### src/rtl/seg7_scan_ctrl.sv
// Four-digit seven-segment scan controller with tear-free word updates.
// Each digit slot lasts DIV cycles. The anodes stay dark for the first DEAD
// cycles of every slot. A word offered by the host is parked in a pending
// register. It becomes active only at the frame wrap, so every frame shows
// one consistent word.
// Optional feature: define SEG7_LZB_EN to blank leading-zero digits.
module seg7_scan_ctrl #(
  parameter int unsigned DIV  = 100000,
  parameter int unsigned DEAD = 1000
) (
  input  logic        clock,
  input  logic        reset,
  input  logic [15:0] in_data,
  input  logic        in_valid,
  output logic        in_ready,
  output logic [3:0]  digit,
  output logic [1:0]  sel,
  output logic [3:0]  k,
  output logic        frame_start
);

  localparam int unsigned CntW = (DIV > 1) ? $clog2(DIV) : 1;

  logic [CntW-1:0] cnt_q, cnt_d;
  logic [1:0]      sel_q, sel_d;
  logic [15:0]     active_q, active_d;
  logic [15:0]     pend_q, pend_d;
  logic            pend_vld_q, pend_vld_d;
  logic            frame_start_q, frame_start_d;

  logic slot_end;
  logic wrap;
  logic accept;

  assign slot_end = (cnt_q == CntW'(DIV - 1));
  assign wrap     = slot_end && (sel_q == 2'd3);
  assign accept   = in_valid && !pend_vld_q;

  // Next-state: scan counters, pending handoff and frame pulse.
  always_comb begin
    cnt_d         = slot_end ? '0 : cnt_q + 1'b1;
    sel_d         = slot_end ? sel_q + 2'd1 : sel_q;
    active_d      = active_q;
    pend_d        = pend_q;
    pend_vld_d    = pend_vld_q;
    frame_start_d = wrap;
    // Promotion needs the flag set and acceptance needs it clear, so the two
    // never coincide; a word accepted on the wrap waits for the next wrap.
    if (wrap && pend_vld_q) begin
      active_d   = pend_q;
      pend_vld_d = 1'b0;
    end
    if (accept) begin
      pend_d     = in_data;
      pend_vld_d = 1'b1;
    end
  end

  // State register with synchronous reset; reset drops any pending word.
  always_ff @(posedge clock) begin
    if (reset) begin
      cnt_q         <= '0;
      sel_q         <= 2'd0;
      active_q      <= 16'h0000;
      pend_q        <= 16'h0000;
      pend_vld_q    <= 1'b0;
      frame_start_q <= 1'b0;
    end else begin
      cnt_q         <= cnt_d;
      sel_q         <= sel_d;
      active_q      <= active_d;
      pend_q        <= pend_d;
      pend_vld_q    <= pend_vld_d;
      frame_start_q <= frame_start_d;
    end
  end

  // Output decode from registered state only.
  always_comb begin
    logic blank;
    digit = 4'h0;
    unique case (sel_q)
      2'd0: digit = active_q[3:0];
      2'd1: digit = active_q[7:4];
      2'd2: digit = active_q[11:8];
      2'd3: digit = active_q[15:12];
      default: digit = 4'h0;
    endcase
    blank = (cnt_q < CntW'(DEAD));
`ifdef SEG7_LZB_EN
    // Slot n goes dark when nibbles n..3 are all zero; slot 0 always shows.
    unique case (sel_q)
      2'd3: blank = blank || (active_q[15:12] == 4'h0);
      2'd2: blank = blank || (active_q[15:8] == 8'h00);
      2'd1: blank = blank || (active_q[15:4] == 12'h000);
      default: blank = blank;
    endcase
`endif
    k           = blank ? 4'b1111 : ~(4'b0001 << sel_q);
    sel         = sel_q;
    in_ready    = !pend_vld_q;
    frame_start = frame_start_q;
  end

endmodule

### config.mk
export PLATFORM = sky130hd
export DESIGN_NAME = seg7_scan_ctrl
export DESIGN_NICKNAME = d
export VERILOG_FILES = /design/src/rtl/seg7_scan_ctrl.sv
export SDC_FILE = /design/constraint.sdc
export NUM_CORES = 1
export LEC_CHECK = 0
export CAP_MARGIN = 0
export CORE_MARGIN = 1
export CORE_UTILIZATION = 31
export DETAILED_ROUTE_END_ITERATION = 16
export HOLD_SLACK_MARGIN = 0.15
export SLEW_MARGIN = 20
export SYNTH_ARGS = -nofsm -noshare
export SYNTH_HDL_FRONTEND = slang
export SYNTH_SLANG_ARGS = --single-unit
### constraint.sdc
create_clock -name clock -period 3.9 [get_ports clock]
set_input_delay 0.78 -clock clock [delete_from_list [all_inputs] [get_ports clock]]
set_output_delay 0.78 -clock clock [all_outputs]
set_load 0.01 [all_outputs]
# Yosys cells after proc, flatten, opt, wreduce, memory -nomap -nowiden
# Cells that the tools add are included.
# op_classes
n_addsub	2
mul	0
div_mod_pow	0
order_cmp	1
eq_ne	4
n_shift	1
mux	4
bitwise	1
n_reduce_logical	7
# op_table
cell	n
17-bit by 1-bit adder with 17-bit output (second input constant)	1
17-bit equality test (second input constant)	1
17-bit by 10-bit < comparator with 1-bit output (second input constant)	1
4-bit one-hot mux with 4 select lines	1
2-bit equality test (second input constant)	2
4-bit 2-to-1 mux	1
4-bit inverter	1
1-bit by 2-bit << shifter with 4-bit output (first input constant)	1
1-bit logical AND	3
2-bit by 1-bit adder with 2-bit output (second input constant)	1
2-bit by 1-bit equality test with 1-bit output (second input constant)	1
2-bit zero test	1
1-bit 2-to-1 mux	2
2-bit nonzero test	1
2-bit OR reduction	1
1-bit zero test	1
# totals
ff_bits	53
latch_bits	0
ram_bits	0
mem_bits_ro	0
out_inout_bits	12
memories	0

# Logic depth before layout (Yosys ltp)
# Gate-level depths: netlist of the first run.
# depth
depth_word	5
mapped_depth	8
mapped_depth_nobuf	5

# Worst setup path after synthesis of the first run
# Ideal clock, no wire load.
# synth_timing
kind	reg-to-output
from	register sel_q[1] (netlist: sel[1])
to	output digit[0]
t_arrival_ns	1.210
slack_ns	1.910
stages_incl_launch_ff	5
cell_sequence	dfxtp_1 > inv_1 > ha_1 > a222oi_1 > mux2i_1
# synth_between
elab_chain_len	2
elab_cells_between_ends	5
# synth_lines
item	line	text
start, declared	25	logic [1:0] sel_q, sel_d;
start signal, assigned	70	sel_q <= sel_d;
2-bit equality test (tied with other cells)	82	unique case (sel_q)
4-bit one-hot mux with 4 select lines (*)	82	
end, declared	16	output logic [3:0] digit,
# Mark *: on every way between the ends. The rest lies on a longest branch, timed or not.

# Final worst setup path of the first run
# layout_timing
from	register sel_q[1] (netlist: sel[1])
to	output digit[1]
# Same word-level chain as after synthesis.

==> results.json, run 1 <==
{
  "outcome": "completed",
  "finalNetCount": 318,
  "dp_cells": 385,
  "end_kind": "output port",
  "diodes": 0,
  "grt_max_degree": 39,
  "ys_types": 36,
  "cts_tree": "done",
  "skew_ns": 0.0141,
  "fin_hold_ws_ns": 0.461,
  "h-tree-depth": 2,
  "synth_seq_cells": 53,
  "final-instance-count-excl-fill": 393,
  "cap_violations": 0,
  "p_comb_share_pct": 6.0,
  "ys_seq_area_share_pct": 45.9,
  "via_per_inst": 4.89,
  "p_sw_share_pct": 24.0,
  "dr.pass1.iters": 5,
  "gp_congestion": 0.792,
  "worstMarginPinSlew_ns": 0.639,
  "fin_crit_ns": 2.88,
  "setup_viol": 0,
  "area_growth_pct": 18.2,
  "grt_usage_pct": 13.6,
  "clock_latency_ns": 0.32,
  "routed_wirelength_um": 4950,
  "min_path_type": "register to register",
  "die_area_mm2": 0.00780,
  "die_w_um": 88.3,
  "fmax_mhz": 347,
  "yosys_warnings": 0,
  "muxShareOfSynthArea_pct": 1.73,
  "p_seq_share_pct": 60.1,
  "synthAdderAreaFrac_pct": 3.25,
  "path_max_fanout": 5,
  "grt_pass1_vias": 1844,
  "antenna_found_initial": 0,
  "cts_hold_buf": 0,
  "die_y_um": 88.3,
  "post_drt_wl_per_cell_um": 12.6,
  "drive_gt1_share_pct": 4.76,
  "clkTransAtPathRegs_ns": 0.10,
  "syn_avg_cell_area_um2": 8.50,
  "p_int_mw": 0.710,
  "start_util_pct": 32.0,
  "synth-edff-count": 0,
  "p_per_area_mw_per_mm2": 342,
  "cp.required_ns": 3.12,
  "grt.overflow.total": 0,
  "drc_errors": 0,
  "cts_buffer_depth": 2,
  "drtAntennaViolNets": 0,
  "slew_viol_final": 0,
  "clock_sinks": 53,
  "grt_first_pass_wirelength_um": 8160,
  "synth_top_family_by_area": "simple AND/OR/NAND/NOR gates",
  "finalHoldViolCount": 0,
  "slew_headroom_pct": 57.4,
  "ys.flop_type": "dfxtp_1",
  "rsz0062_at_grt": "false",
  "switchingPower_mw": 0.225,
  "fin_crit_sh_pct": 73.9,
  "num_vias": 1922,
  "synth_nets": 297,
  "cts_setup_buffers": 0,
  "cts-root-buf": "clkbuf_8",
  "syn_area_mm2": 0.00231,
  "finalWorstSetupSlack_ns": 1.02,
  "peakVddDrop_uv": 127,
  "arrival_ns": 2.10,
  "startpoint_type": "register",
  "synth-xor-area-share_pct": 5.31,
  "fin_util_pct": 37.9,
  "cts_resized": 0,
  "yosys.area_share.simple_pct": 23.7,
  "synth_compound_area_share_pct": 14.1,
  "async_flop_share_pct": 0,
  "post-place-ws_ns": 1.38,
  "critPathKind": "register to output port",
  "drtIter0Drc": 112,
  "hpwl_um": 3520,
  "fin_setup_tns_ns": 0,
  "power_leakage_nw": 0.964,
  "coreArea_mm2": 0.00721,
  "p_clk_share_pct": 33.8,
  "netlist_instances": 272,
  "row_count": 31,
  "pin_count": 31,
  "port_buffers": 30,
  "cts_buffers": 5
}
per-layer routing:
layer | up-vias | routed length, µm | track usage [%]
met3 | 6 | 161 | 2.80
met5 | - | 0 | 0
met4 | 0 | 43 | 5.72
li1 | 984 | - | -
met1 | 904 | 2330 | 15.9
met2 | 28 | 2410 | 24.3
sequential cells by signal, indices dropped and copies added (netlist names):
name and flops:
active_q 16, cnt_q 17, frame_start 1, pend_q 16
pend_vld_q 1, sel 2
logic make-up (layout without fill, tap and decap cells):
family / Yosys count / in the layout
buffers and inverters: 26 / 48
AND/OR/NAND/NOR: 109 / 109
flip-flops: 53 / 53
multiplexers: 4 / 4
adder cells (fa/ha/maj): 6 / 6
XOR/XNOR: 14 / 14
AO/OA/AOI/OAI: 60 / 60
worst paths after layout:
path	from	end	slack (ns)	cells past startpoint
worst max register to register	cnt_q[0]	cnt_q[4]	1.62	5
worst min register to register	pend_q[9]	pend_q[9]	0.46	2
worst min-delay path	pend_q[9]	pend_q[9]	0.46	2
worst max-delay path	sel[1]	digit[1]	1.02	5
layout by cell type, fill, tap and decap left out, types with 2 or more instances in the layout:
master / n
clkinv_4: 2
xor2_1: 11
and2_1: 3
and4_1: 3
clkbuf_8: 5
buf_4: 2
nor2_1: 17
a222oi_1: 4
or3_1: 2
and3_1: 2
nand2_1: 44
nand3_1: 21
mux2i_1: 4
inv_1: 8
o21ai_0: 19
dfxtp_1: 53
xnor2_1: 3
ha_1: 6
clkdlybuf4s50_1: 30
nand4_1: 7
a21oi_1: 35
layout make-up:
class                   count  area (µm²)
inverters                   8        30.0
clock buffers               5        68.8
fillers                   780        4480
repair buffers             32         315
well taps                  99         124
clock inverters             3        22.5
flip-flops and latches     53        1060
multi-input cells         193        1110
cells in the mapped netlist, types with 2 or more instances:
library cell  number  area [µm²]
a21oi_1           35         175
a222oi_1           4        40.0
and2_1             3        18.8
and3_1             2        12.5
and4_1             3        26.3
buf_2              2        10.0
buf_6              2        22.5
clkbuf_1          10        37.5
dfxtp_1           53        1060
ha_1               6        75.1
inv_1              8        30.0
mux2i_1            4        40.0
nand2_1           44         165
nand3_1           21         105
nand4_1            7        43.8
nor2_1            17        63.8
o21ai_0           19        95.1
or3_1              2        12.5
xnor2_1            3        26.3
xor2_1            11        96.3
worst max-delay path: stages, from the launching register on:
cell             delay, ns
dfxtp_1               0.42
inv_1                 0.11
ha_1                  0.25
a222oi_1              0.40
mux2i_1               0.12
clkdlybuf4s50_1       0.49
power by group through the flow:
| stage | logic [mW] | clock network (mW) | registers [mW] |
|---|---|---|---|
| global route | 0.0632 | 0.341 | 0.563 |
| floorplan | 0.0305 | 0 | 0.572 |
| global placement | 0.0565 | 0 | 0.574 |
| finish | 0.0565 | 0.316 | 0.562 |
| detailed placement | 0.0574 | 0 | 0.574 |
| CTS | 0.0576 | 0.325 | 0.562 |
stage by stage:
stage / area, µm² / total power, mW
final: 2730 / 0.934
after CTS: 2730 / 0.945
after detailed placement: 2640 / 0.632
after floorplan: 2310 / 0.602
after global placement: 2640 / 0.630
after global routing: 2730 / 0.967
Note: power is estimated with default switching activity, not from simulation.
==> run 2: changes to the inputs <==
==> constraint.sdc (replaced) <==
create_clock -name clock -period 2.7 [get_ports clock]
set_input_delay 0.54 -clock clock [delete_from_list [all_inputs] [get_ports clock]]
set_output_delay 0.54 -clock clock [all_outputs]
set_load 0.01 [all_outputs]
==> run 2 against run 1 <==
Utilization increased by 0.23 points; sequential power increased by 44%; setup slack lost 0.87 ns; global-route usage increased by 0.14 points; critical endpoint is now digit[0]; worst hold slack is essentially flat.
==> results.json, run 2 (synthesized netlist as in run 1, its figures left out) <==
{
  "h-tree-depth": 2,
  "dpl-instance-area_mm2": 0.00266,
  "slew_viol_final": 0,
  "fin_area_mm2": 0.00275,
  "clkTransAtPathRegs_ns": 0.09,
  "antenna_found_initial": 0,
  "top_regs": "cnt_q x17, active_q x16, pend_q x16",
  "outcome": "completed",
  "setup_viol": 0,
  "p_per_area_mw_per_mm2": 490,
  "clock_latency_ns": 0.31,
  "critPathKind": "register to output port",
  "min_path_type": "register to register",
  "port_buffers": 30,
  "path_delay_family": "buffers and inverters",
  "cp.required_ns": 2.16,
  "critical_path.slowest_cell": "clkdlybuf4s50_1",
  "finalNetCount": 320,
  "routed_wirelength_um": 4900,
  "p_total_mw": 1.35,
  "clock_sinks": 53,
  "via_per_inst": 4.82,
  "peakVddDrop_uv": 171,
  "worstMarginPinSlew_ns": 0.589,
  "dp_cells": 387,
  "slew_headroom_pct": 60.7,
  "die_w_um": 88.3,
  "die_y_um": 88.3,
  "drive_gt1_share_pct": 6.08,
  "coreArea_mm2": 0.00721,
  "crit_buf_inv": 2,
  "largest_reg_flops": 17,
  "crit_path_cell_trace": "inv_1, ha_1, a222oi_1, mux2i_1, clkdlybuf4s50_1",
  "finalHoldViolCount": 0,
  "arrival_ns": 2.01,
  "end_kind": "output port",
  "drtAntennaViolNets": 0,
  "cts_resized": 0,
  "num_vias": 1905,
  "final_cell_mix": "dfxtp_1, nand2_1, a21oi_1, clkdlybuf4s50_1, nand3_1",
  "dr.pass1.iters": 4,
  "cts_tree": "done",
  "row_count": 31,
  "fin_crit_ns": 2.55,
  "fin_crit_sh_pct": 94.6,
  "cts_buffers": 5,
  "diodes": 0,
  "grt_first_pass_wirelength_um": 8300,
  "cts_setup_buffers": 0,
  "cap_violations": 0,
  "final_common_cell": "dfxtp_1",
  "final-instance-count-excl-fill": 395,
  "area_growth_pct": 18.9,
  "fin_setup_tns_ns": 0,
  "die_area_mm2": 0.00780,
  "gp_congestion": 0.764,
  "largest-register": "cnt_q",
  "cts_buffer_depth": 2,
  "drtIter0Drc": 119,
  "grt.overflow.total": 0,
  "power_leakage_nw": 0.972,
  "fin_util_pct": 38.1,
  "fmax_mhz": 392,
  "startpoint_type": "register",
  "cts_hold_buf": 0,
  "grt_usage_pct": 13.8,
  "hpwl_um": 3490,
  "pin_count": 31,
  "post_drt_wl_per_cell_um": 12.4,
  "rsz0062_at_grt": "false",
  "cts-root-buf": "clkbuf_8",
  "drc_errors": 0,
  "start_util_pct": 32.0,
  "grt_max_degree": 37,
  "slowest_delay_ns": 0.49,
  "grt_pass1_vias": 1742,
  "path_max_fanout": 5,
  "skew_ns": 0.0104
}
## run 2: cell types whose count changed in the layout (fill, tap and decap cells not counted)
cell / before / now
dfxtp_2: 0 / 2
clkinv_4: 2 / 0
buf_4: 2 / 4
dfxtp_1: 53 / 51
inv_6: 0 / 1
clkinvlp_4: 0 / 1
## run 2: final timing paths
path	depth (start not counted)	startpoint	end	slack, ns
max	5	sel[1]	digit[0]	0.15
min	2	pend_q[7]	pend_q[7]	0.46
max reg2reg	6	cnt_q[0]	cnt_q[4]	0.68
min reg2reg	2	pend_q[7]	pend_q[7]	0.46
## run 2: routing by layer
layer / part of all wire, % / vias to the layer above / global-route usage, %
met3: 2.9 / 8 / 2.80
met4: 1.7 / 0 / 5.72
met5: 0 / - / 0
met2: 46 / 27 / 21.5
met1: 49 / 889 / 18.5
li1: - / 981 / -
## run 2: cell type report
cell class,count,area [µm²]
Clock inverter,3,21.3
Clock buffer,5,68.8
Timing Repair Buffer,34,330
Tap cell,99,124
Inverter,8,30.0
Fill cell,770,4470
Sequential cell,53,1060
Multi-Input combinational cell,193,1110
## run 2: power breakdown
group | internal, mW | switching [mW]
clock | 0.184 | 0.269
sequential | 0.799 | 0.0114
combinational | 0.0418 | 0.0406
## run 2: through the flow
stage | setup WS [ns] | hold WS [ns]
global route | 0.0209 | 0.482
detailed placement | 0.442 | 0.450
floorplan | 0.950 | 0.426
finish | 0.146 | 0.461
global placement | 0.540 | 0.440
CTS | 0.0836 | 0.464
## run 2: worst register-to-register path: stages, from the launching register on
cell	delay [ns]
dfxtp_1	0.37
ha_1	0.21
and4_1	0.40
nand4_2	0.44
nand2b_1	0.21
buf_4	0.23
nor2_1	0.07
